`src/rtl/stream_max_argmax_if.sv`:
```
// Stream interface for stream_max_argmax: element input stream plus result output stream.
// master = producer/consumer side (testbench, upstream logic); slave = the reduction block.
interface stream_max_argmax_if #(
    parameter int WIDTH = 8,
    parameter int SIZE  = 2
);
    logic             in_valid;
    logic             in_ready;
    logic [WIDTH-1:0] in_data;
    logic             out_valid;
    logic             out_ready;
    logic [WIDTH-1:0] out_max;
    logic [SIZE-1:0]  out_argmax;

    modport master (
        output in_valid, in_data, out_ready,
        input  in_ready, out_valid, out_max, out_argmax
    );

    modport slave (
        input  in_valid, in_data, out_ready,
        output in_ready, out_valid, out_max, out_argmax
    );
endinterface

```
`src/rtl/stream_max_argmax.sv`:
```
// Serial max/argmax over frames of 2**SIZE unsigned elements.
// Ties resolve to the later index, matching the combinational tree.
module stream_max_argmax #(
    parameter int WIDTH = 8,
    parameter int SIZE  = 2
) (
    input  logic                clk,
    input  logic                rst,
    stream_max_argmax_if.slave  stream
);

    localparam logic [0:0] COLLECT = 1'b0;
    localparam logic [0:0] OUTPUT  = 1'b1;

    logic [0:0]       state;
    logic [SIZE-1:0]  cnt;
    logic [WIDTH-1:0] cur_max;
    logic [SIZE-1:0]  cur_arg;
    logic             accept;
    logic             handoff;

    // Handshake qualifiers; ready/valid come from registered state only
    always_comb begin
        accept  = stream.in_valid  && (state == COLLECT);
        handoff = stream.out_ready && (state == OUTPUT);
    end

    assign stream.in_ready   = (state == COLLECT);
    assign stream.out_valid  = (state == OUTPUT);
    assign stream.out_max    = cur_max;
    assign stream.out_argmax = cur_arg;

    // Frame collection, running max/argmax update and result handoff
    always_ff @(posedge clk) begin
        if (rst) begin
            state   <= COLLECT;
            cnt     <= '0;
            cur_max <= '0;
            cur_arg <= '0;
        end else begin
            case (state)
                COLLECT: begin
                    if (accept) begin
                        cnt <= cnt + 1'b1;
                        if (cnt == '0) begin
                            cur_max <= stream.in_data;
                            cur_arg <= '0;
                        end else if (stream.in_data >= cur_max) begin
                            cur_max <= stream.in_data;
                            cur_arg <= cnt;
                        end
                        if (cnt == '1) begin
                            state <= OUTPUT;
                        end
                    end
                end
                OUTPUT: begin
                    if (handoff) begin
                        state <= COLLECT;
                    end
                end
                default: state <= COLLECT;
            endcase
        end
    end

endmodule
```
`src/flat_wrapper.sv`:
```
// flat-port wrapper written by rule: the top's interface ports become plain ports
module stream_max_argmax_flat 
#(
    parameter int WIDTH = 8,
    parameter int SIZE  = 2
)
  (clk, rst, stream_in_valid, stream_in_data, stream_out_ready, stream_in_ready, stream_out_valid, stream_out_max, stream_out_argmax);
  stream_max_argmax_if #(.WIDTH(WIDTH), .SIZE(SIZE)) stream_i ();
  input  logic clk;
  input  logic rst;
  input wire logic [$bits(stream_i.in_valid)-1:0] stream_in_valid;
  input wire logic [$bits(stream_i.in_data)-1:0] stream_in_data;
  input wire logic [$bits(stream_i.out_ready)-1:0] stream_out_ready;
  output wire logic [$bits(stream_i.in_ready)-1:0] stream_in_ready;
  output wire logic [$bits(stream_i.out_valid)-1:0] stream_out_valid;
  output wire logic [$bits(stream_i.out_max)-1:0] stream_out_max;
  output wire logic [$bits(stream_i.out_argmax)-1:0] stream_out_argmax;
  assign stream_i.in_valid = stream_in_valid;
  assign stream_i.in_data = stream_in_data;
  assign stream_i.out_ready = stream_out_ready;
  assign stream_in_ready = stream_i.in_ready;
  assign stream_out_valid = stream_i.out_valid;
  assign stream_out_max = stream_i.out_max;
  assign stream_out_argmax = stream_i.out_argmax;
  stream_max_argmax #(.WIDTH(WIDTH), .SIZE(SIZE)) u_core (.clk(clk), .rst(rst), .stream(stream_i));
endmodule
```
`config.mk`:
```
export PLATFORM = sky130hd
export DESIGN_NAME = stream_max_argmax_flat
export DESIGN_NICKNAME = d
export VERILOG_FILES = /design/src/rtl/stream_max_argmax_if.sv /design/src/rtl/stream_max_argmax.sv /design/src/flat_wrapper.sv
export SDC_FILE = /design/constraint.sdc
export NUM_CORES = 1
export LEC_CHECK = 0
export ABC_AREA = 1
export BUFFER_PORTS_ARGS = -buffer_cell sky130_fd_sc_hd__buf_4
export CORE_MARGIN = 2
export CORE_UTILIZATION = 34
export DETAILED_ROUTE_END_ITERATION = 10
export GPL_TIMING_DRIVEN = 0
export SLEW_MARGIN = 20
export SYNTH_ARGS = -nofsm -noshare
export SYNTH_HDL_FRONTEND = slang
export SYNTH_SLANG_ARGS = --single-unit
export TNS_END_PERCENT = 1
```
`constraint.sdc`:
```
create_clock -name clk -period 1.6 [get_ports clk]
set_input_delay 0 -clock clk [delete_from_list [all_inputs] [get_ports clk]]
set_output_delay 0 -clock clk [all_outputs]
set_load 0.01 [all_outputs]
```
Word-level counts from Yosys, hierarchy flattened
Index checks and enable logic that the tools add are counted.
- word-level logic and storage cells: 22
- register bits after elaboration: 13
- bits of input ports: 12
- output and inout bits: 12
- eq/ne operators: 1
- bitwise gates (word level): 1
- $add $sub $neg: 1
- $lt $le $gt $ge: 1
- mux-type cells: 8
- reductions and logical operators: 6
- operator list (operator ; count):
    $mux W8 ; 2
    $ge A8 B8 Y1 ; 1
    $mux W2 ; 2
    $mux W1 ; 3
    $reduce_and A3 Y1 ; 1
    $add A2 B1 Y2 const B ; 1
    $eq A2 B2 Y1 const B ; 1
    $logic_and A1 B1 Y1 ; 2
    $logic_not A2 Y1 ; 1
    $pmux W1 S2 ; 1
    $reduce_and A2 Y1 ; 1
    $reduce_bool A2 Y1 ; 1
    $not A1 Y1 ; 1

Longest topological paths before layout
Gate-level depths: netlist (run 1).
- depth after elaboration: 4
- mapped depth: 13
- mapped depth without buffers: 13

Least setup slack after synthesis (run 1)
OpenSTA, ideal clock, no wires.
- kind: reg2reg
- from: register u_core.cur_max[5] (netlist: u_core.stream.out_max[5])
- to: register u_core.cur_arg[0] (netlist: u_core.stream.out_argmax[0])
- path buffers: 1
- setup time: 142 ps
- data arrival time: 1335 ps
- cell stages (with the launch flop): 10
- slack: 124 ps
- path through: dfxtp_1 > inv_1 > ha_1 > a21oi_1 > nor2_2 > nor2_4 > nand2_4 > buf_12 > nand2_1 > a21oi_2
- longest elaborated chain between the ends: 3
- ends and longest elaborated chain (item ; line ; source):
    start: declaration ; stream_max_argmax.sv:17 ; logic [WIDTH-1:0] cur_max;
    start signal: assignment ; stream_max_argmax.sv:46 ; cur_max <= stream.in_data;
    start signal: assignment ; stream_max_argmax.sv:49 ; cur_max <= stream.in_data;
    $ge A8 B8 Y1 ; stream_max_argmax.sv:48 ; end else if (stream.in_data >= cur_max) begin
    $reduce_bool A2 Y1 (no line) ; n/a ;
    $reduce_and A3 Y1 (no line) ; n/a ;
    end signal: assignment ; stream_max_argmax.sv:50 ; cur_arg <= cnt;
    end: declaration ; stream_max_argmax.sv:18 ; logic [SIZE-1:0] cur_arg;
Every way passes these cells.
A chain may end at the register's enable or synchronous reset.

Worst setup path in the final report (run 1)
- from: input port stream_in_data[7]
- to: register u_core.cur_max[3] (netlist: u_core.stream.out_max[3])
- longest elaborated chain between the ends: 3
- ends and longest elaborated chain (item ; line ; source):
    start: declaration ; flat_wrapper.sv:12 ; input wire logic [$bits(stream_i.in_data)-1:0] stream_in_data;
    $ge A8 B8 Y1 ; stream_max_argmax.sv:48 ;
    $reduce_bool A2 Y1 (no line) ; n/a ;
    $reduce_and A3 Y1 (no line) ; n/a ;
Every way passes these cells.

==> flow_metrics.env, run 1 <==
export IMPL_status="finished, final reports clean"
export IMPL_yosysWarnings=0
export IMPL_finalHoldViolCount=0
export IMPL_pre_cts_ws_ns=0.0233
export IMPL_fin_nets=162
export IMPL_clk_pin_slew_ns=0.09
export IMPL_max_slew_margin=0.527
export IMPL_first_pass_iters=4
export IMPL_max_cap_violations=0
export IMPL_clk_latency_ns=0.28
export IMPL_die_area_mm2=0.00289
export IMPL_required_ns=1.81
export IMPL_clockPowerShare=0.247
export IMPL_m1WireLength_um=842
export IMPL_period_share=0.960
export IMPL_top_layer_used="met4"
export IMPL_drt_iter0_markers=9
export IMPL_internal_power_w=0.000593
export IMPL_port_buffers=23
export IMPL_synth_seq_cells=13
export IMPL_path_class="primary input to register"
export IMPL_p_sw_frac=0.324
export IMPL_setup_worst_path_end_class="register"
export IMPL_cts_tree="built"
export IMPL_final_setup_viol_count=0
export IMPL_layout_min_cycle_time_ns=1.54
export IMPL_clock_sinks=13
export IMPL_grt_pass1_vias=623
export IMPL_wl_per_cell_um=10.6
export IMPL_yosysSeqAreaShare=0.309
export IMPL_grt_max_degree=11
export IMPL_switchingPower_w=0.000285
export IMPL_synth_cell_types=19
export IMPL_placementRows=18
export IMPL_p_comb_frac=0.343
export IMPL_crit_arrival_ns=1.75
export IMPL_die_x_um=53.8
export IMPL_cts_root_buffer="clkbuf_4"
export IMPL_grt_pass1_wl_um=2650
export IMPL_diodes=0
export IMPL_dp_final_hpwl_um=1230
export IMPL_slew_viol_final=0
export IMPL_setup_slack_ns=0.0634
export IMPL_syn_avg_cell_area_um2=8.35
export IMPL_tns_ns=0
export IMPL_tightest_slew_ns=0.709
export IMPL_antenna_found_initial=0
export IMPL_netlist_instances=101
export IMPL_syn_to_final_growth_pct=50.1
export IMPL_cts_max_path_buffers=2
export IMPL_gp_congestion=0.751
export IMPL_cts_buffers=3
export IMPL_detail_route_antenna_nets=0
export IMPL_final_cell_mix="nand2_1 (23), buf_4 (23), inv_1 (12)"
export IMPL_fillCellCount=220
export IMPL_grt_overflow_total=0
export IMPL_finalWirelength_um=1780
export IMPL_dr_wl_met2_um=869
export IMPL_fp_dieH_um=53.8
export IMPL_io_pins=24
export IMPL_remaining_drc_errors=0
export IMPL_clock_skew_ns=0.00416
export IMPL_timing_fmax_mhz=651
export IMPL_drive_above_1_share=0.475
export IMPL_hold_ws_ns=0.122
export IMPL_start_util=0.350
export IMPL_holdCritPathClass="primary input to register"
export IMPL_grtUsageTotal=0.132
export IMPL_htree_num_levels=1
export IMPL_syn_num_nets=123
export IMPL_core_area_mm2=0.00241
export IMPL_power_per_cell_area_mw_per_mm2=694
export IMPL_vdd_drop_max_mv=0.464
export IMPL_crit_path_start_kind="primary input"
export IMPL_wl_met3_um=57
export IMPL_p_leak_nw=0.551
export IMPL_syn_cell_area_um2=843
export IMPL_pwr_share_seq=0.410
export IMPL_vias=743
export IMPL_vias_per_cell=4.40
export IMPL_cp_max_fo=5
## cell usage after synthesis
library cell	n	area, um2
nand2_1	23	86.3
dfxtp_1	13	260
inv_1	12	45.0
a21oi_2	10	87.6
ha_1	10	125
nand3_2	9	90.1
a21oi_1	5	25.0
inv_2	4	15.0
nor2_1	3	11.3
nand2_2	2	12.5
o21ai_0	2	10.0
buf_1	1	3.75
buf_12	1	20.0
buf_6	1	11.3
nand2_4	1	11.3
nor2_2	1	6.26
nor2_4	1	11.3
nor3_1	1	5.00
or2_2	1	6.26
## worst paths after layout
kind	from	end	slack, ns	depth (start not counted)
worst min-delay path	stream_in_data[0]	u_core.stream.out_max[0]	0.12	3
worst max-delay path	stream_in_data[7]	u_core.stream.out_max[3]	0.06	10
worst max register to register	u_core.stream.out_max[7]	u_core.stream.out_max[3]	0.07	9
worst min register to register	u_core.stream.out_max[5]	u_core.stream.out_max[5]	0.48	2
## power groups by stage
stage | logic (W) | clock network, W | registers, W
4_1_cts | 0.000265 | 0.000225 | 0.000360
5_1_grt | 0.000334 | 0.000238 | 0.000363
6_report | 0.000301 | 0.000217 | 0.000360
3_5_place_dp | 0.000245 | 0 | 0.000367
2_1_floorplan | 0.000155 | 0 | 0.000373
3_3_place_gp | 0.000241 | 0 | 0.000366
## per-layer routing
| layer | vias to the layer above | track usage |
|---|---|---|
| met4 | 0 | 0.0769 |
| li1 | 399 | - |
| met3 | 2 | 0.0250 |
| met1 | 331 | 0.175 |
| met2 | 11 | 0.199 |
| met5 | - | 0 |
## critical path, stage by stage
cell	delay (ns)
dlygate4sd3_1	0.54
buf_4	0.14
ha_1	0.28
nand2_1	0.09
nor2_2	0.13
nand2_2	0.08
nand2_4	0.13
clkbuf_16	0.18
nand3_4	0.06
a21oi_2	0.12
## metrics by stage
stage / util / instances / area (um2) / power, W
6_report: 0.525 / 169 / 1270 / 0.000879
5_1_grt: 0.525 / 169 / 1270 / 0.000935
2_1_floorplan: - / 101 / 843 / 0.000528
4_1_cts: 0.490 / 168 / 1180 / 0.000850
3_5_place_dp: 0.437 / 154 / 1050 / 0.000611
3_3_place_gp: 0.437 / 154 / 1050 / 0.000607
## cell families after synthesis
| logic type | share of synthesized area |
|---|---|
| adders and majority gates | 0.148 |
| and+or+nand+nor | 0.285 |
| buffers and inverters | 0.113 |
| AOI/OAI and AO/OA | 0.145 |
| DFF | 0.309 |
## registers in the layout (all words and copies together) (netlist names)
register and cells:
u_core.cnt 2, u_core.stream.out_argmax 2, u_core.stream.out_max 8, u_core.stream.out_valid 1
## area by class of cell
type | instances | area (um2) | area share
Sequential cell | 13 | 267 | 0.210
Tap cell | 30 | 37.5 | 0.0296
Buffer | 3 | 35.0 | 0.0277
Clock buffer | 4 | 26.3 | 0.0208
Multi-Input combinational cell | 69 | 541 | 0.427
Inverter | 16 | 60.1 | 0.0474
Timing Repair Buffer | 34 | 300 | 0.237
## repair_timing
action | CTS | global route
hold buffers | 10 | 0
gates resized for setup | 0 | 15
endpoints found under the hold margin | 11 | 0
endpoints found under the setup margin | 0 | 10
buffers inserted | 0 | 1
(Power assumes the default switching activity.)
==> run 2: changes to the inputs <==
Settings changed: BUFFER_PORTS_ARGS -buffer_cell sky130_fd_sc_hd__buf_4 to default, CTS_CLUSTER_SIZE from default to 24, DONT_BUFFER_PORTS from default to 1.
==> flow_metrics.env, run 2 (synthesis results as in run 1) <==
export IMPL_status="finished, final reports clean"
export IMPL_clock_skew_ns=0.000427
export IMPL_largest_reg_flops=8
export IMPL_timing_fmax_mhz=650
export IMPL_grt_pass1_vias=638
export IMPL_power_per_cell_area_mw_per_mm2=732
export IMPL_layout_commonest_cell="nand2_1"
export IMPL_cts_root_buffer="clkbuf_4"
export IMPL_cts_max_path_buffers=2
export IMPL_tightest_slew_ns=0.706
export IMPL_cts_buffers=3
export IMPL_crit_path_start_kind="register"
export IMPL_vias_per_cell=4.66
export IMPL_final_cell_mix="nand2_1 (23), inv_1 (12), a21oi_2 (11)"
export IMPL_multiInputGateArea_um2=533
export IMPL_max_slew_margin=0.529
export IMPL_first_pass_iters=4
export IMPL_clk_latency_ns=0.27
export IMPL_die_x_um=53.8
export IMPL_crit_arrival_ns=1.67
export IMPL_holdCritPathClass="primary input to register"
export IMPL_antenna_found_initial=0
export IMPL_io_pins=24
export IMPL_clockPowerShare=0.253
export IMPL_grt_pass1_wl_um=2730
export IMPL_tns_ns=0
export IMPL_vias=681
export IMPL_p_total_w=0.000807
export IMPL_diodes=0
export IMPL_gp_congestion=0.694
export IMPL_vdd_drop_max_mv=0.386
export IMPL_dp_final_hpwl_um=1160
export IMPL_wl_per_cell_um=11.8
export IMPL_core_area_mm2=0.00241
export IMPL_detail_route_antenna_nets=0
export IMPL_pwr_share_seq=0.458
export IMPL_cts_tree="built"
export IMPL_rsz0062_at_grt="yes"
export IMPL_required_ns=1.74
export IMPL_htree_num_levels=1
export IMPL_drive_above_1_share=0.405
export IMPL_layout_min_cycle_time_ns=1.54
export IMPL_internal_power_w=0.000550
export IMPL_switchingPower_w=0.000257
export IMPL_hold_depth=2
export IMPL_period_share=0.961
export IMPL_finalHoldViolCount=0
export IMPL_syn_to_final_growth_pct=30.7
export IMPL_path_class="register to register"
export IMPL_remaining_drc_errors=0
export IMPL_final_setup_viol_count=0
export IMPL_setup_worst_path_end_class="register"
export IMPL_p_comb_frac=0.289
export IMPL_cp_max_fo=5
export IMPL_die_area_mm2=0.00289
export IMPL_clock_sinks=13
export IMPL_grt_overflow_total=0
export IMPL_placementRows=18
export IMPL_drt_iter0_markers=8
export IMPL_finalCoreUtilization=0.457
export IMPL_regArea_um2=285
export IMPL_fp_dieH_um=53.8
export IMPL_p_sw_frac=0.318
export IMPL_clk_pin_slew_ns=0.08
export IMPL_setup_slack_ns=0.0621
export IMPL_grtUsageTotal=0.131
export IMPL_slew_viol_final=0
export IMPL_fin_nets=139
export IMPL_max_cap_violations=0
export IMPL_p_leak_nw=0.428
export IMPL_finalWirelength_um=1720
export IMPL_port_buffers=0
export IMPL_pre_cts_ws_ns=-0.0544
export IMPL_start_util=0.350
export IMPL_reg2regPathDepth=9
export IMPL_fillCellCount=232
export IMPL_hold_ws_ns=0.0160
export IMPL_grt_max_degree=11
## run 2: worst paths after layout
path / startpoint / endpoint / slack (ns)
max: u_core.stream.out_max[5] / u_core.stream.out_max[2] / 0.06
min: stream_in_valid / u_core.cnt[0] / 0.02
max reg2reg: u_core.stream.out_max[5] / u_core.stream.out_max[2] / 0.06
min reg2reg: u_core.stream.out_max[4] / u_core.stream.out_max[4] / 0.50
## run 2: power groups by stage
stage	clock network, W	registers [W]	logic, W
after CTS	0.000213	0.000371	0.000209
final	0.000204	0.000369	0.000233
after floorplan	0	0.000373	0.000155
after global routing	0.000229	0.000373	0.000264
after global placement	0	0.000377	0.000180
after detailed placement	0	0.000378	0.000182
## run 2: critical path, stage by stage, from the launching register on
cell and delay [ns]:
dfxtp_4 0.38, inv_1 0.07, ha_4 0.24, a21oi_2 0.16, nor2_2 0.07, nor2_4 0.10
nand2_4 0.10, clkbuf_16 0.17, nand3_2 0.06, a21oi_2 0.04
## run 2: per-layer routing
layer | track usage | vias to the layer above | part of all wire
met5 | 0 | - | 0
met4 | 0.0769 | 0 | 0.0070
met3 | 0.0278 | 2 | 0.060
met2 | 0.209 | 12 | 0.49
met1 | 0.161 | 313 | 0.44
li1 | - | 354 | -
## run 2: cell type report
cell class                      count  share of cell area
Multi-Input combinational cell     69               0.484
Sequential cell                    13               0.259
Timing Repair Buffer               11               0.114
Inverter                           16              0.0545
Tap cell                           30              0.0341
Buffer                              3              0.0318
Clock buffer                        4              0.0238
## run 2: metrics by stage
step | cells | cell area [um2]
final | 146 | 1100
after global routing | 146 | 1100
after CTS | 145 | 1010
after detailed placement | 131 | 881
after global placement | 131 | 881
after floorplan | 101 | 843
## run 2: what timing repair did
action | CTS | global route
gates resized for setup | 2 | 18
setup endpoints to repair | 10 | 10
cloned | 0 | 1
hold buffers | 10 | 0
endpoints found under the hold margin | 11 | 0
pin swaps | 0 | 12
buffers inserted | 0 | 0
==> run 3: changes to the inputs <==
Settings changed: ABC_AREA 1 to default.
Clock period 1.6 ns to 1.75 ns, I/O delays scaled along.
==> flow_metrics.env, run 3 <==
export IMPL_clk_pin_slew_ns=0.09
export IMPL_start_util=0.360
export IMPL_clock_skew_ns=0.00582
export IMPL_timing_fmax_mhz=574
export IMPL_layout_min_cycle_time_ns=1.74
export IMPL_netlist_instances=85
export IMPL_synth_xor_area_share=0.0110
export IMPL_yosysWarnings=0
export IMPL_critPathBufInv=2
export IMPL_crit_arrival_ns=1.95
export IMPL_grt_pass1_wl_um=2670
export IMPL_p_leak_nw=0.434
export IMPL_yosysSeqAreaShare=0.327
export IMPL_remaining_drc_errors=0
export IMPL_place_area_um2=836
export IMPL_wl_per_cell_um=12.2
export IMPL_crit_path_end="u_core.stream.out_max[7]"
export IMPL_syn_avg_cell_area_um2=9.38
export IMPL_synth_cell_types=21
export IMPL_syn_to_final_growth_pct=30.0
export IMPL_critPathTopFamily="compound AO/OA/AOI/OAI gates"
export IMPL_dp_final_hpwl_um=1100
export IMPL_clock_sinks=13
export IMPL_synth_fa_ha_area_frac=0.157
export IMPL_path_cells="inv_2 -> ha_4 -> and3_4 -> a221o_1 -> a22oi_2 -> buf_6 -> mux2i_1"
export IMPL_synth_edf_count=0
export IMPL_die_x_um=52.4
export IMPL_port_buffers=0
export IMPL_yosys_most_used_dff="dfxtp_1"
export IMPL_synthMuxAreaShare=0.126
export IMPL_core_area_mm2=0.00221
export IMPL_finalWirelength_um=1580
export IMPL_vdd_drop_max_mv=0.449
export IMPL_setup_worst_path_end_class="register"
export IMPL_place_inst=113
export IMPL_synthSimpleGateAreaFrac=0.223
export IMPL_final_cell_mix="nand2b_1 (18), mux2i_1 (10), dlygate4sd3_1 (10)"
export IMPL_required_ns=1.96
export IMPL_antenna_found_initial=0
export IMPL_layout_commonest_cell="nand2b_1"
export IMPL_gp_congestion=0.710
export IMPL_fin_nets=125
export IMPL_pre_cts_ws_ns=-0.121
export IMPL_cts_root_buffer="clkbuf_4"
export IMPL_holdCritPathClass="primary input to register"
export IMPL_r2r_start="u_core.stream.out_max[7]"
export IMPL_cts_max_path_buffers=2
export IMPL_tns_ns=0
export IMPL_async_flop_share=0
export IMPL_power_per_cell_area_mw_per_mm2=684
export IMPL_grt_overflow_total=0
export IMPL_slew_viol_final=0
export IMPL_largest_reg_flops=8
export IMPL_placementRows=17
export IMPL_syn_num_nets=107
export IMPL_diodes=0
export IMPL_hold_ws_ns=0.0751
export IMPL_final_cells=130
export IMPL_reg2regPathDepth=7
export IMPL_tightest_slew_ns=0.381
export IMPL_max_cap_violations=0
export IMPL_first_pass_iters=3
export IMPL_status="finished, final reports clean"
export IMPL_cts_buffers=3
export IMPL_regArea_um2=273
export IMPL_die_area_mm2=0.00275
export IMPL_setup_slack_ns=0.00769
export IMPL_rsz0062_at_grt="yes"
export IMPL_clk_latency_ns=0.28
export IMPL_crit_path_start_kind="register"
export IMPL_fp_dieH_um=52.4
export IMPL_cts_tree="built"
export IMPL_grt_pass1_vias=605
export IMPL_grt_max_degree=11
export IMPL_syn_cell_area_um2=797
export IMPL_synth_top_area_cell="dfxtp_1"
export IMPL_synthTopCellsByArea="dfxtp_1 (33%), ha_1 (16%), nand2b_1 (14%), mux2i_1 (13%), inv_1 (5.2%)"
export IMPL_synth_top_area_frac=0.327
export IMPL_synth_seq_cells=13
export IMPL_io_pins=24
export IMPL_crit_path_top_delay_cell="dfxtp_4"
export IMPL_vias=628
export IMPL_timing_rr_end="u_core.stream.out_max[7]"
export IMPL_fillCellCount=219
export IMPL_drt_iter0_markers=5
export IMPL_drive_above_1_share=0.196
export IMPL_grtUsageTotal=0.135
export IMPL_r2r_slack_ns=0.008
export IMPL_worstSetupPathDepth=7
export IMPL_vias_per_cell=4.83
export IMPL_crit_start="u_core.stream.out_max[7]"
export IMPL_cp_max_fo=5
export IMPL_synth_most_common_cell="nand2b_1"
export IMPL_period_share=0.996
export IMPL_multiInputGateArea_um2=514
export IMPL_detail_route_antenna_nets=0
export IMPL_synth_compound_area_share=0.0816
export IMPL_synth_top_family_by_area="simple AND/OR/NAND/NOR gates"
export IMPL_netlist_top_cells_count="nand2b_1 (18), dfxtp_1 (13), inv_1 (11)"
export IMPL_slowest_delay_ns=0.38
export IMPL_finalHoldViolCount=0
export IMPL_max_slew_margin=0.746
export IMPL_fin_area_mm2=0.00104
export IMPL_hold_depth=2
export IMPL_htree_num_levels=1
export IMPL_final_setup_viol_count=0
export IMPL_path_class="register to register"
-- run 3: cell count changes after synthesis, sizes merged, moves of 2 or more --
cell,delta
a21oi,-14
buf,-2
clkbuf,+2
inv,-5
mux2i,+10
nand2,-26
nand2b,+18
nand3,-9
or3,+2
-- run 3: worst min-delay path by stage --
stage | from | to | slack, ns
2_1_floorplan | stream_in_data[5] | u_core.stream.out_max[5] | 0.14
3_3_place_gp | stream_in_data[6] | u_core.stream.out_max[6] | 0.15
3_5_place_dp | stream_in_data[5] | u_core.stream.out_max[5] | 0.16
4_1_cts | rst | u_core.cnt[0] | 0.08
5_1_grt | rst | u_core.cnt[0] | 0.11
6_report | rst | u_core.cnt[0] | 0.08
-- run 3: cell type report --
cell class                 instances  area share
clock buffer                       3      0.0217
tap                               28      0.0338
sequential                        13       0.263
buffer                             3      0.0181
multi-input combinational         58       0.496
inverter                          11      0.0399
clock inverter                     1     0.00483
timing repair buffer              13       0.122
-- run 3: report_power, final --
| part | switching (W) | leakage [nW] | total [W] | internal [W] |
|---|---|---|---|---|
| combinational | 0.0000744 | 0.307 | 0.000174 | 0.0000995 |
| clock | 0.000105 | 0.0177 | 0.000190 | 0.0000848 |
| sequential | 0.0000263 | 0.109 | 0.000345 | 0.000319 |
| total | 0.000206 | 0.434 | 0.000709 | 0.000503 |
-- run 3: layer usage --
metal | wire, um | GRT usage | vias to the layer above
met3 | 138 | 0.0771 | 2
met1 | 707 | 0.159 | 292
met2 | 720 | 0.200 | 19
li1 | - | - | 315
met4 | 17 | 0.0513 | 0
met5 | 0 | 0 | -
-- run 3: cells by family (layout without fill, tap and decap cells) --
| kind of cell | count (synthesis) | count (layout) |
|---|---|---|
| compound gates | 8 | 8 |
| simple gates | 29 | 29 |
| xor+xnor | 1 | 1 |
| fa+ha+maj | 10 | 10 |
| mux | 10 | 10 |
| flops | 13 | 13 |
| buf+inv | 14 | 31 |
-- run 3: repair_timing --
action                     CTS  global route
pin swaps                    6             1
hold endpoints to repair    11             0
gates resized for setup     11             0
cloned                       1             0
hold buffers                10             0
buffers inserted             1             1
setup endpoints to repair   10            10
-- run 3: through the flow --
| step | total power (W) | util |
|---|---|---|
| floorplan | 0.000461 | - |
| global route | 0.000762 | 0.468 |
| finish | 0.000709 | 0.468 |
| detailed placement | 0.000488 | 0.378 |
| CTS | 0.000723 | 0.465 |
| global placement | 0.000485 | 0.378 |
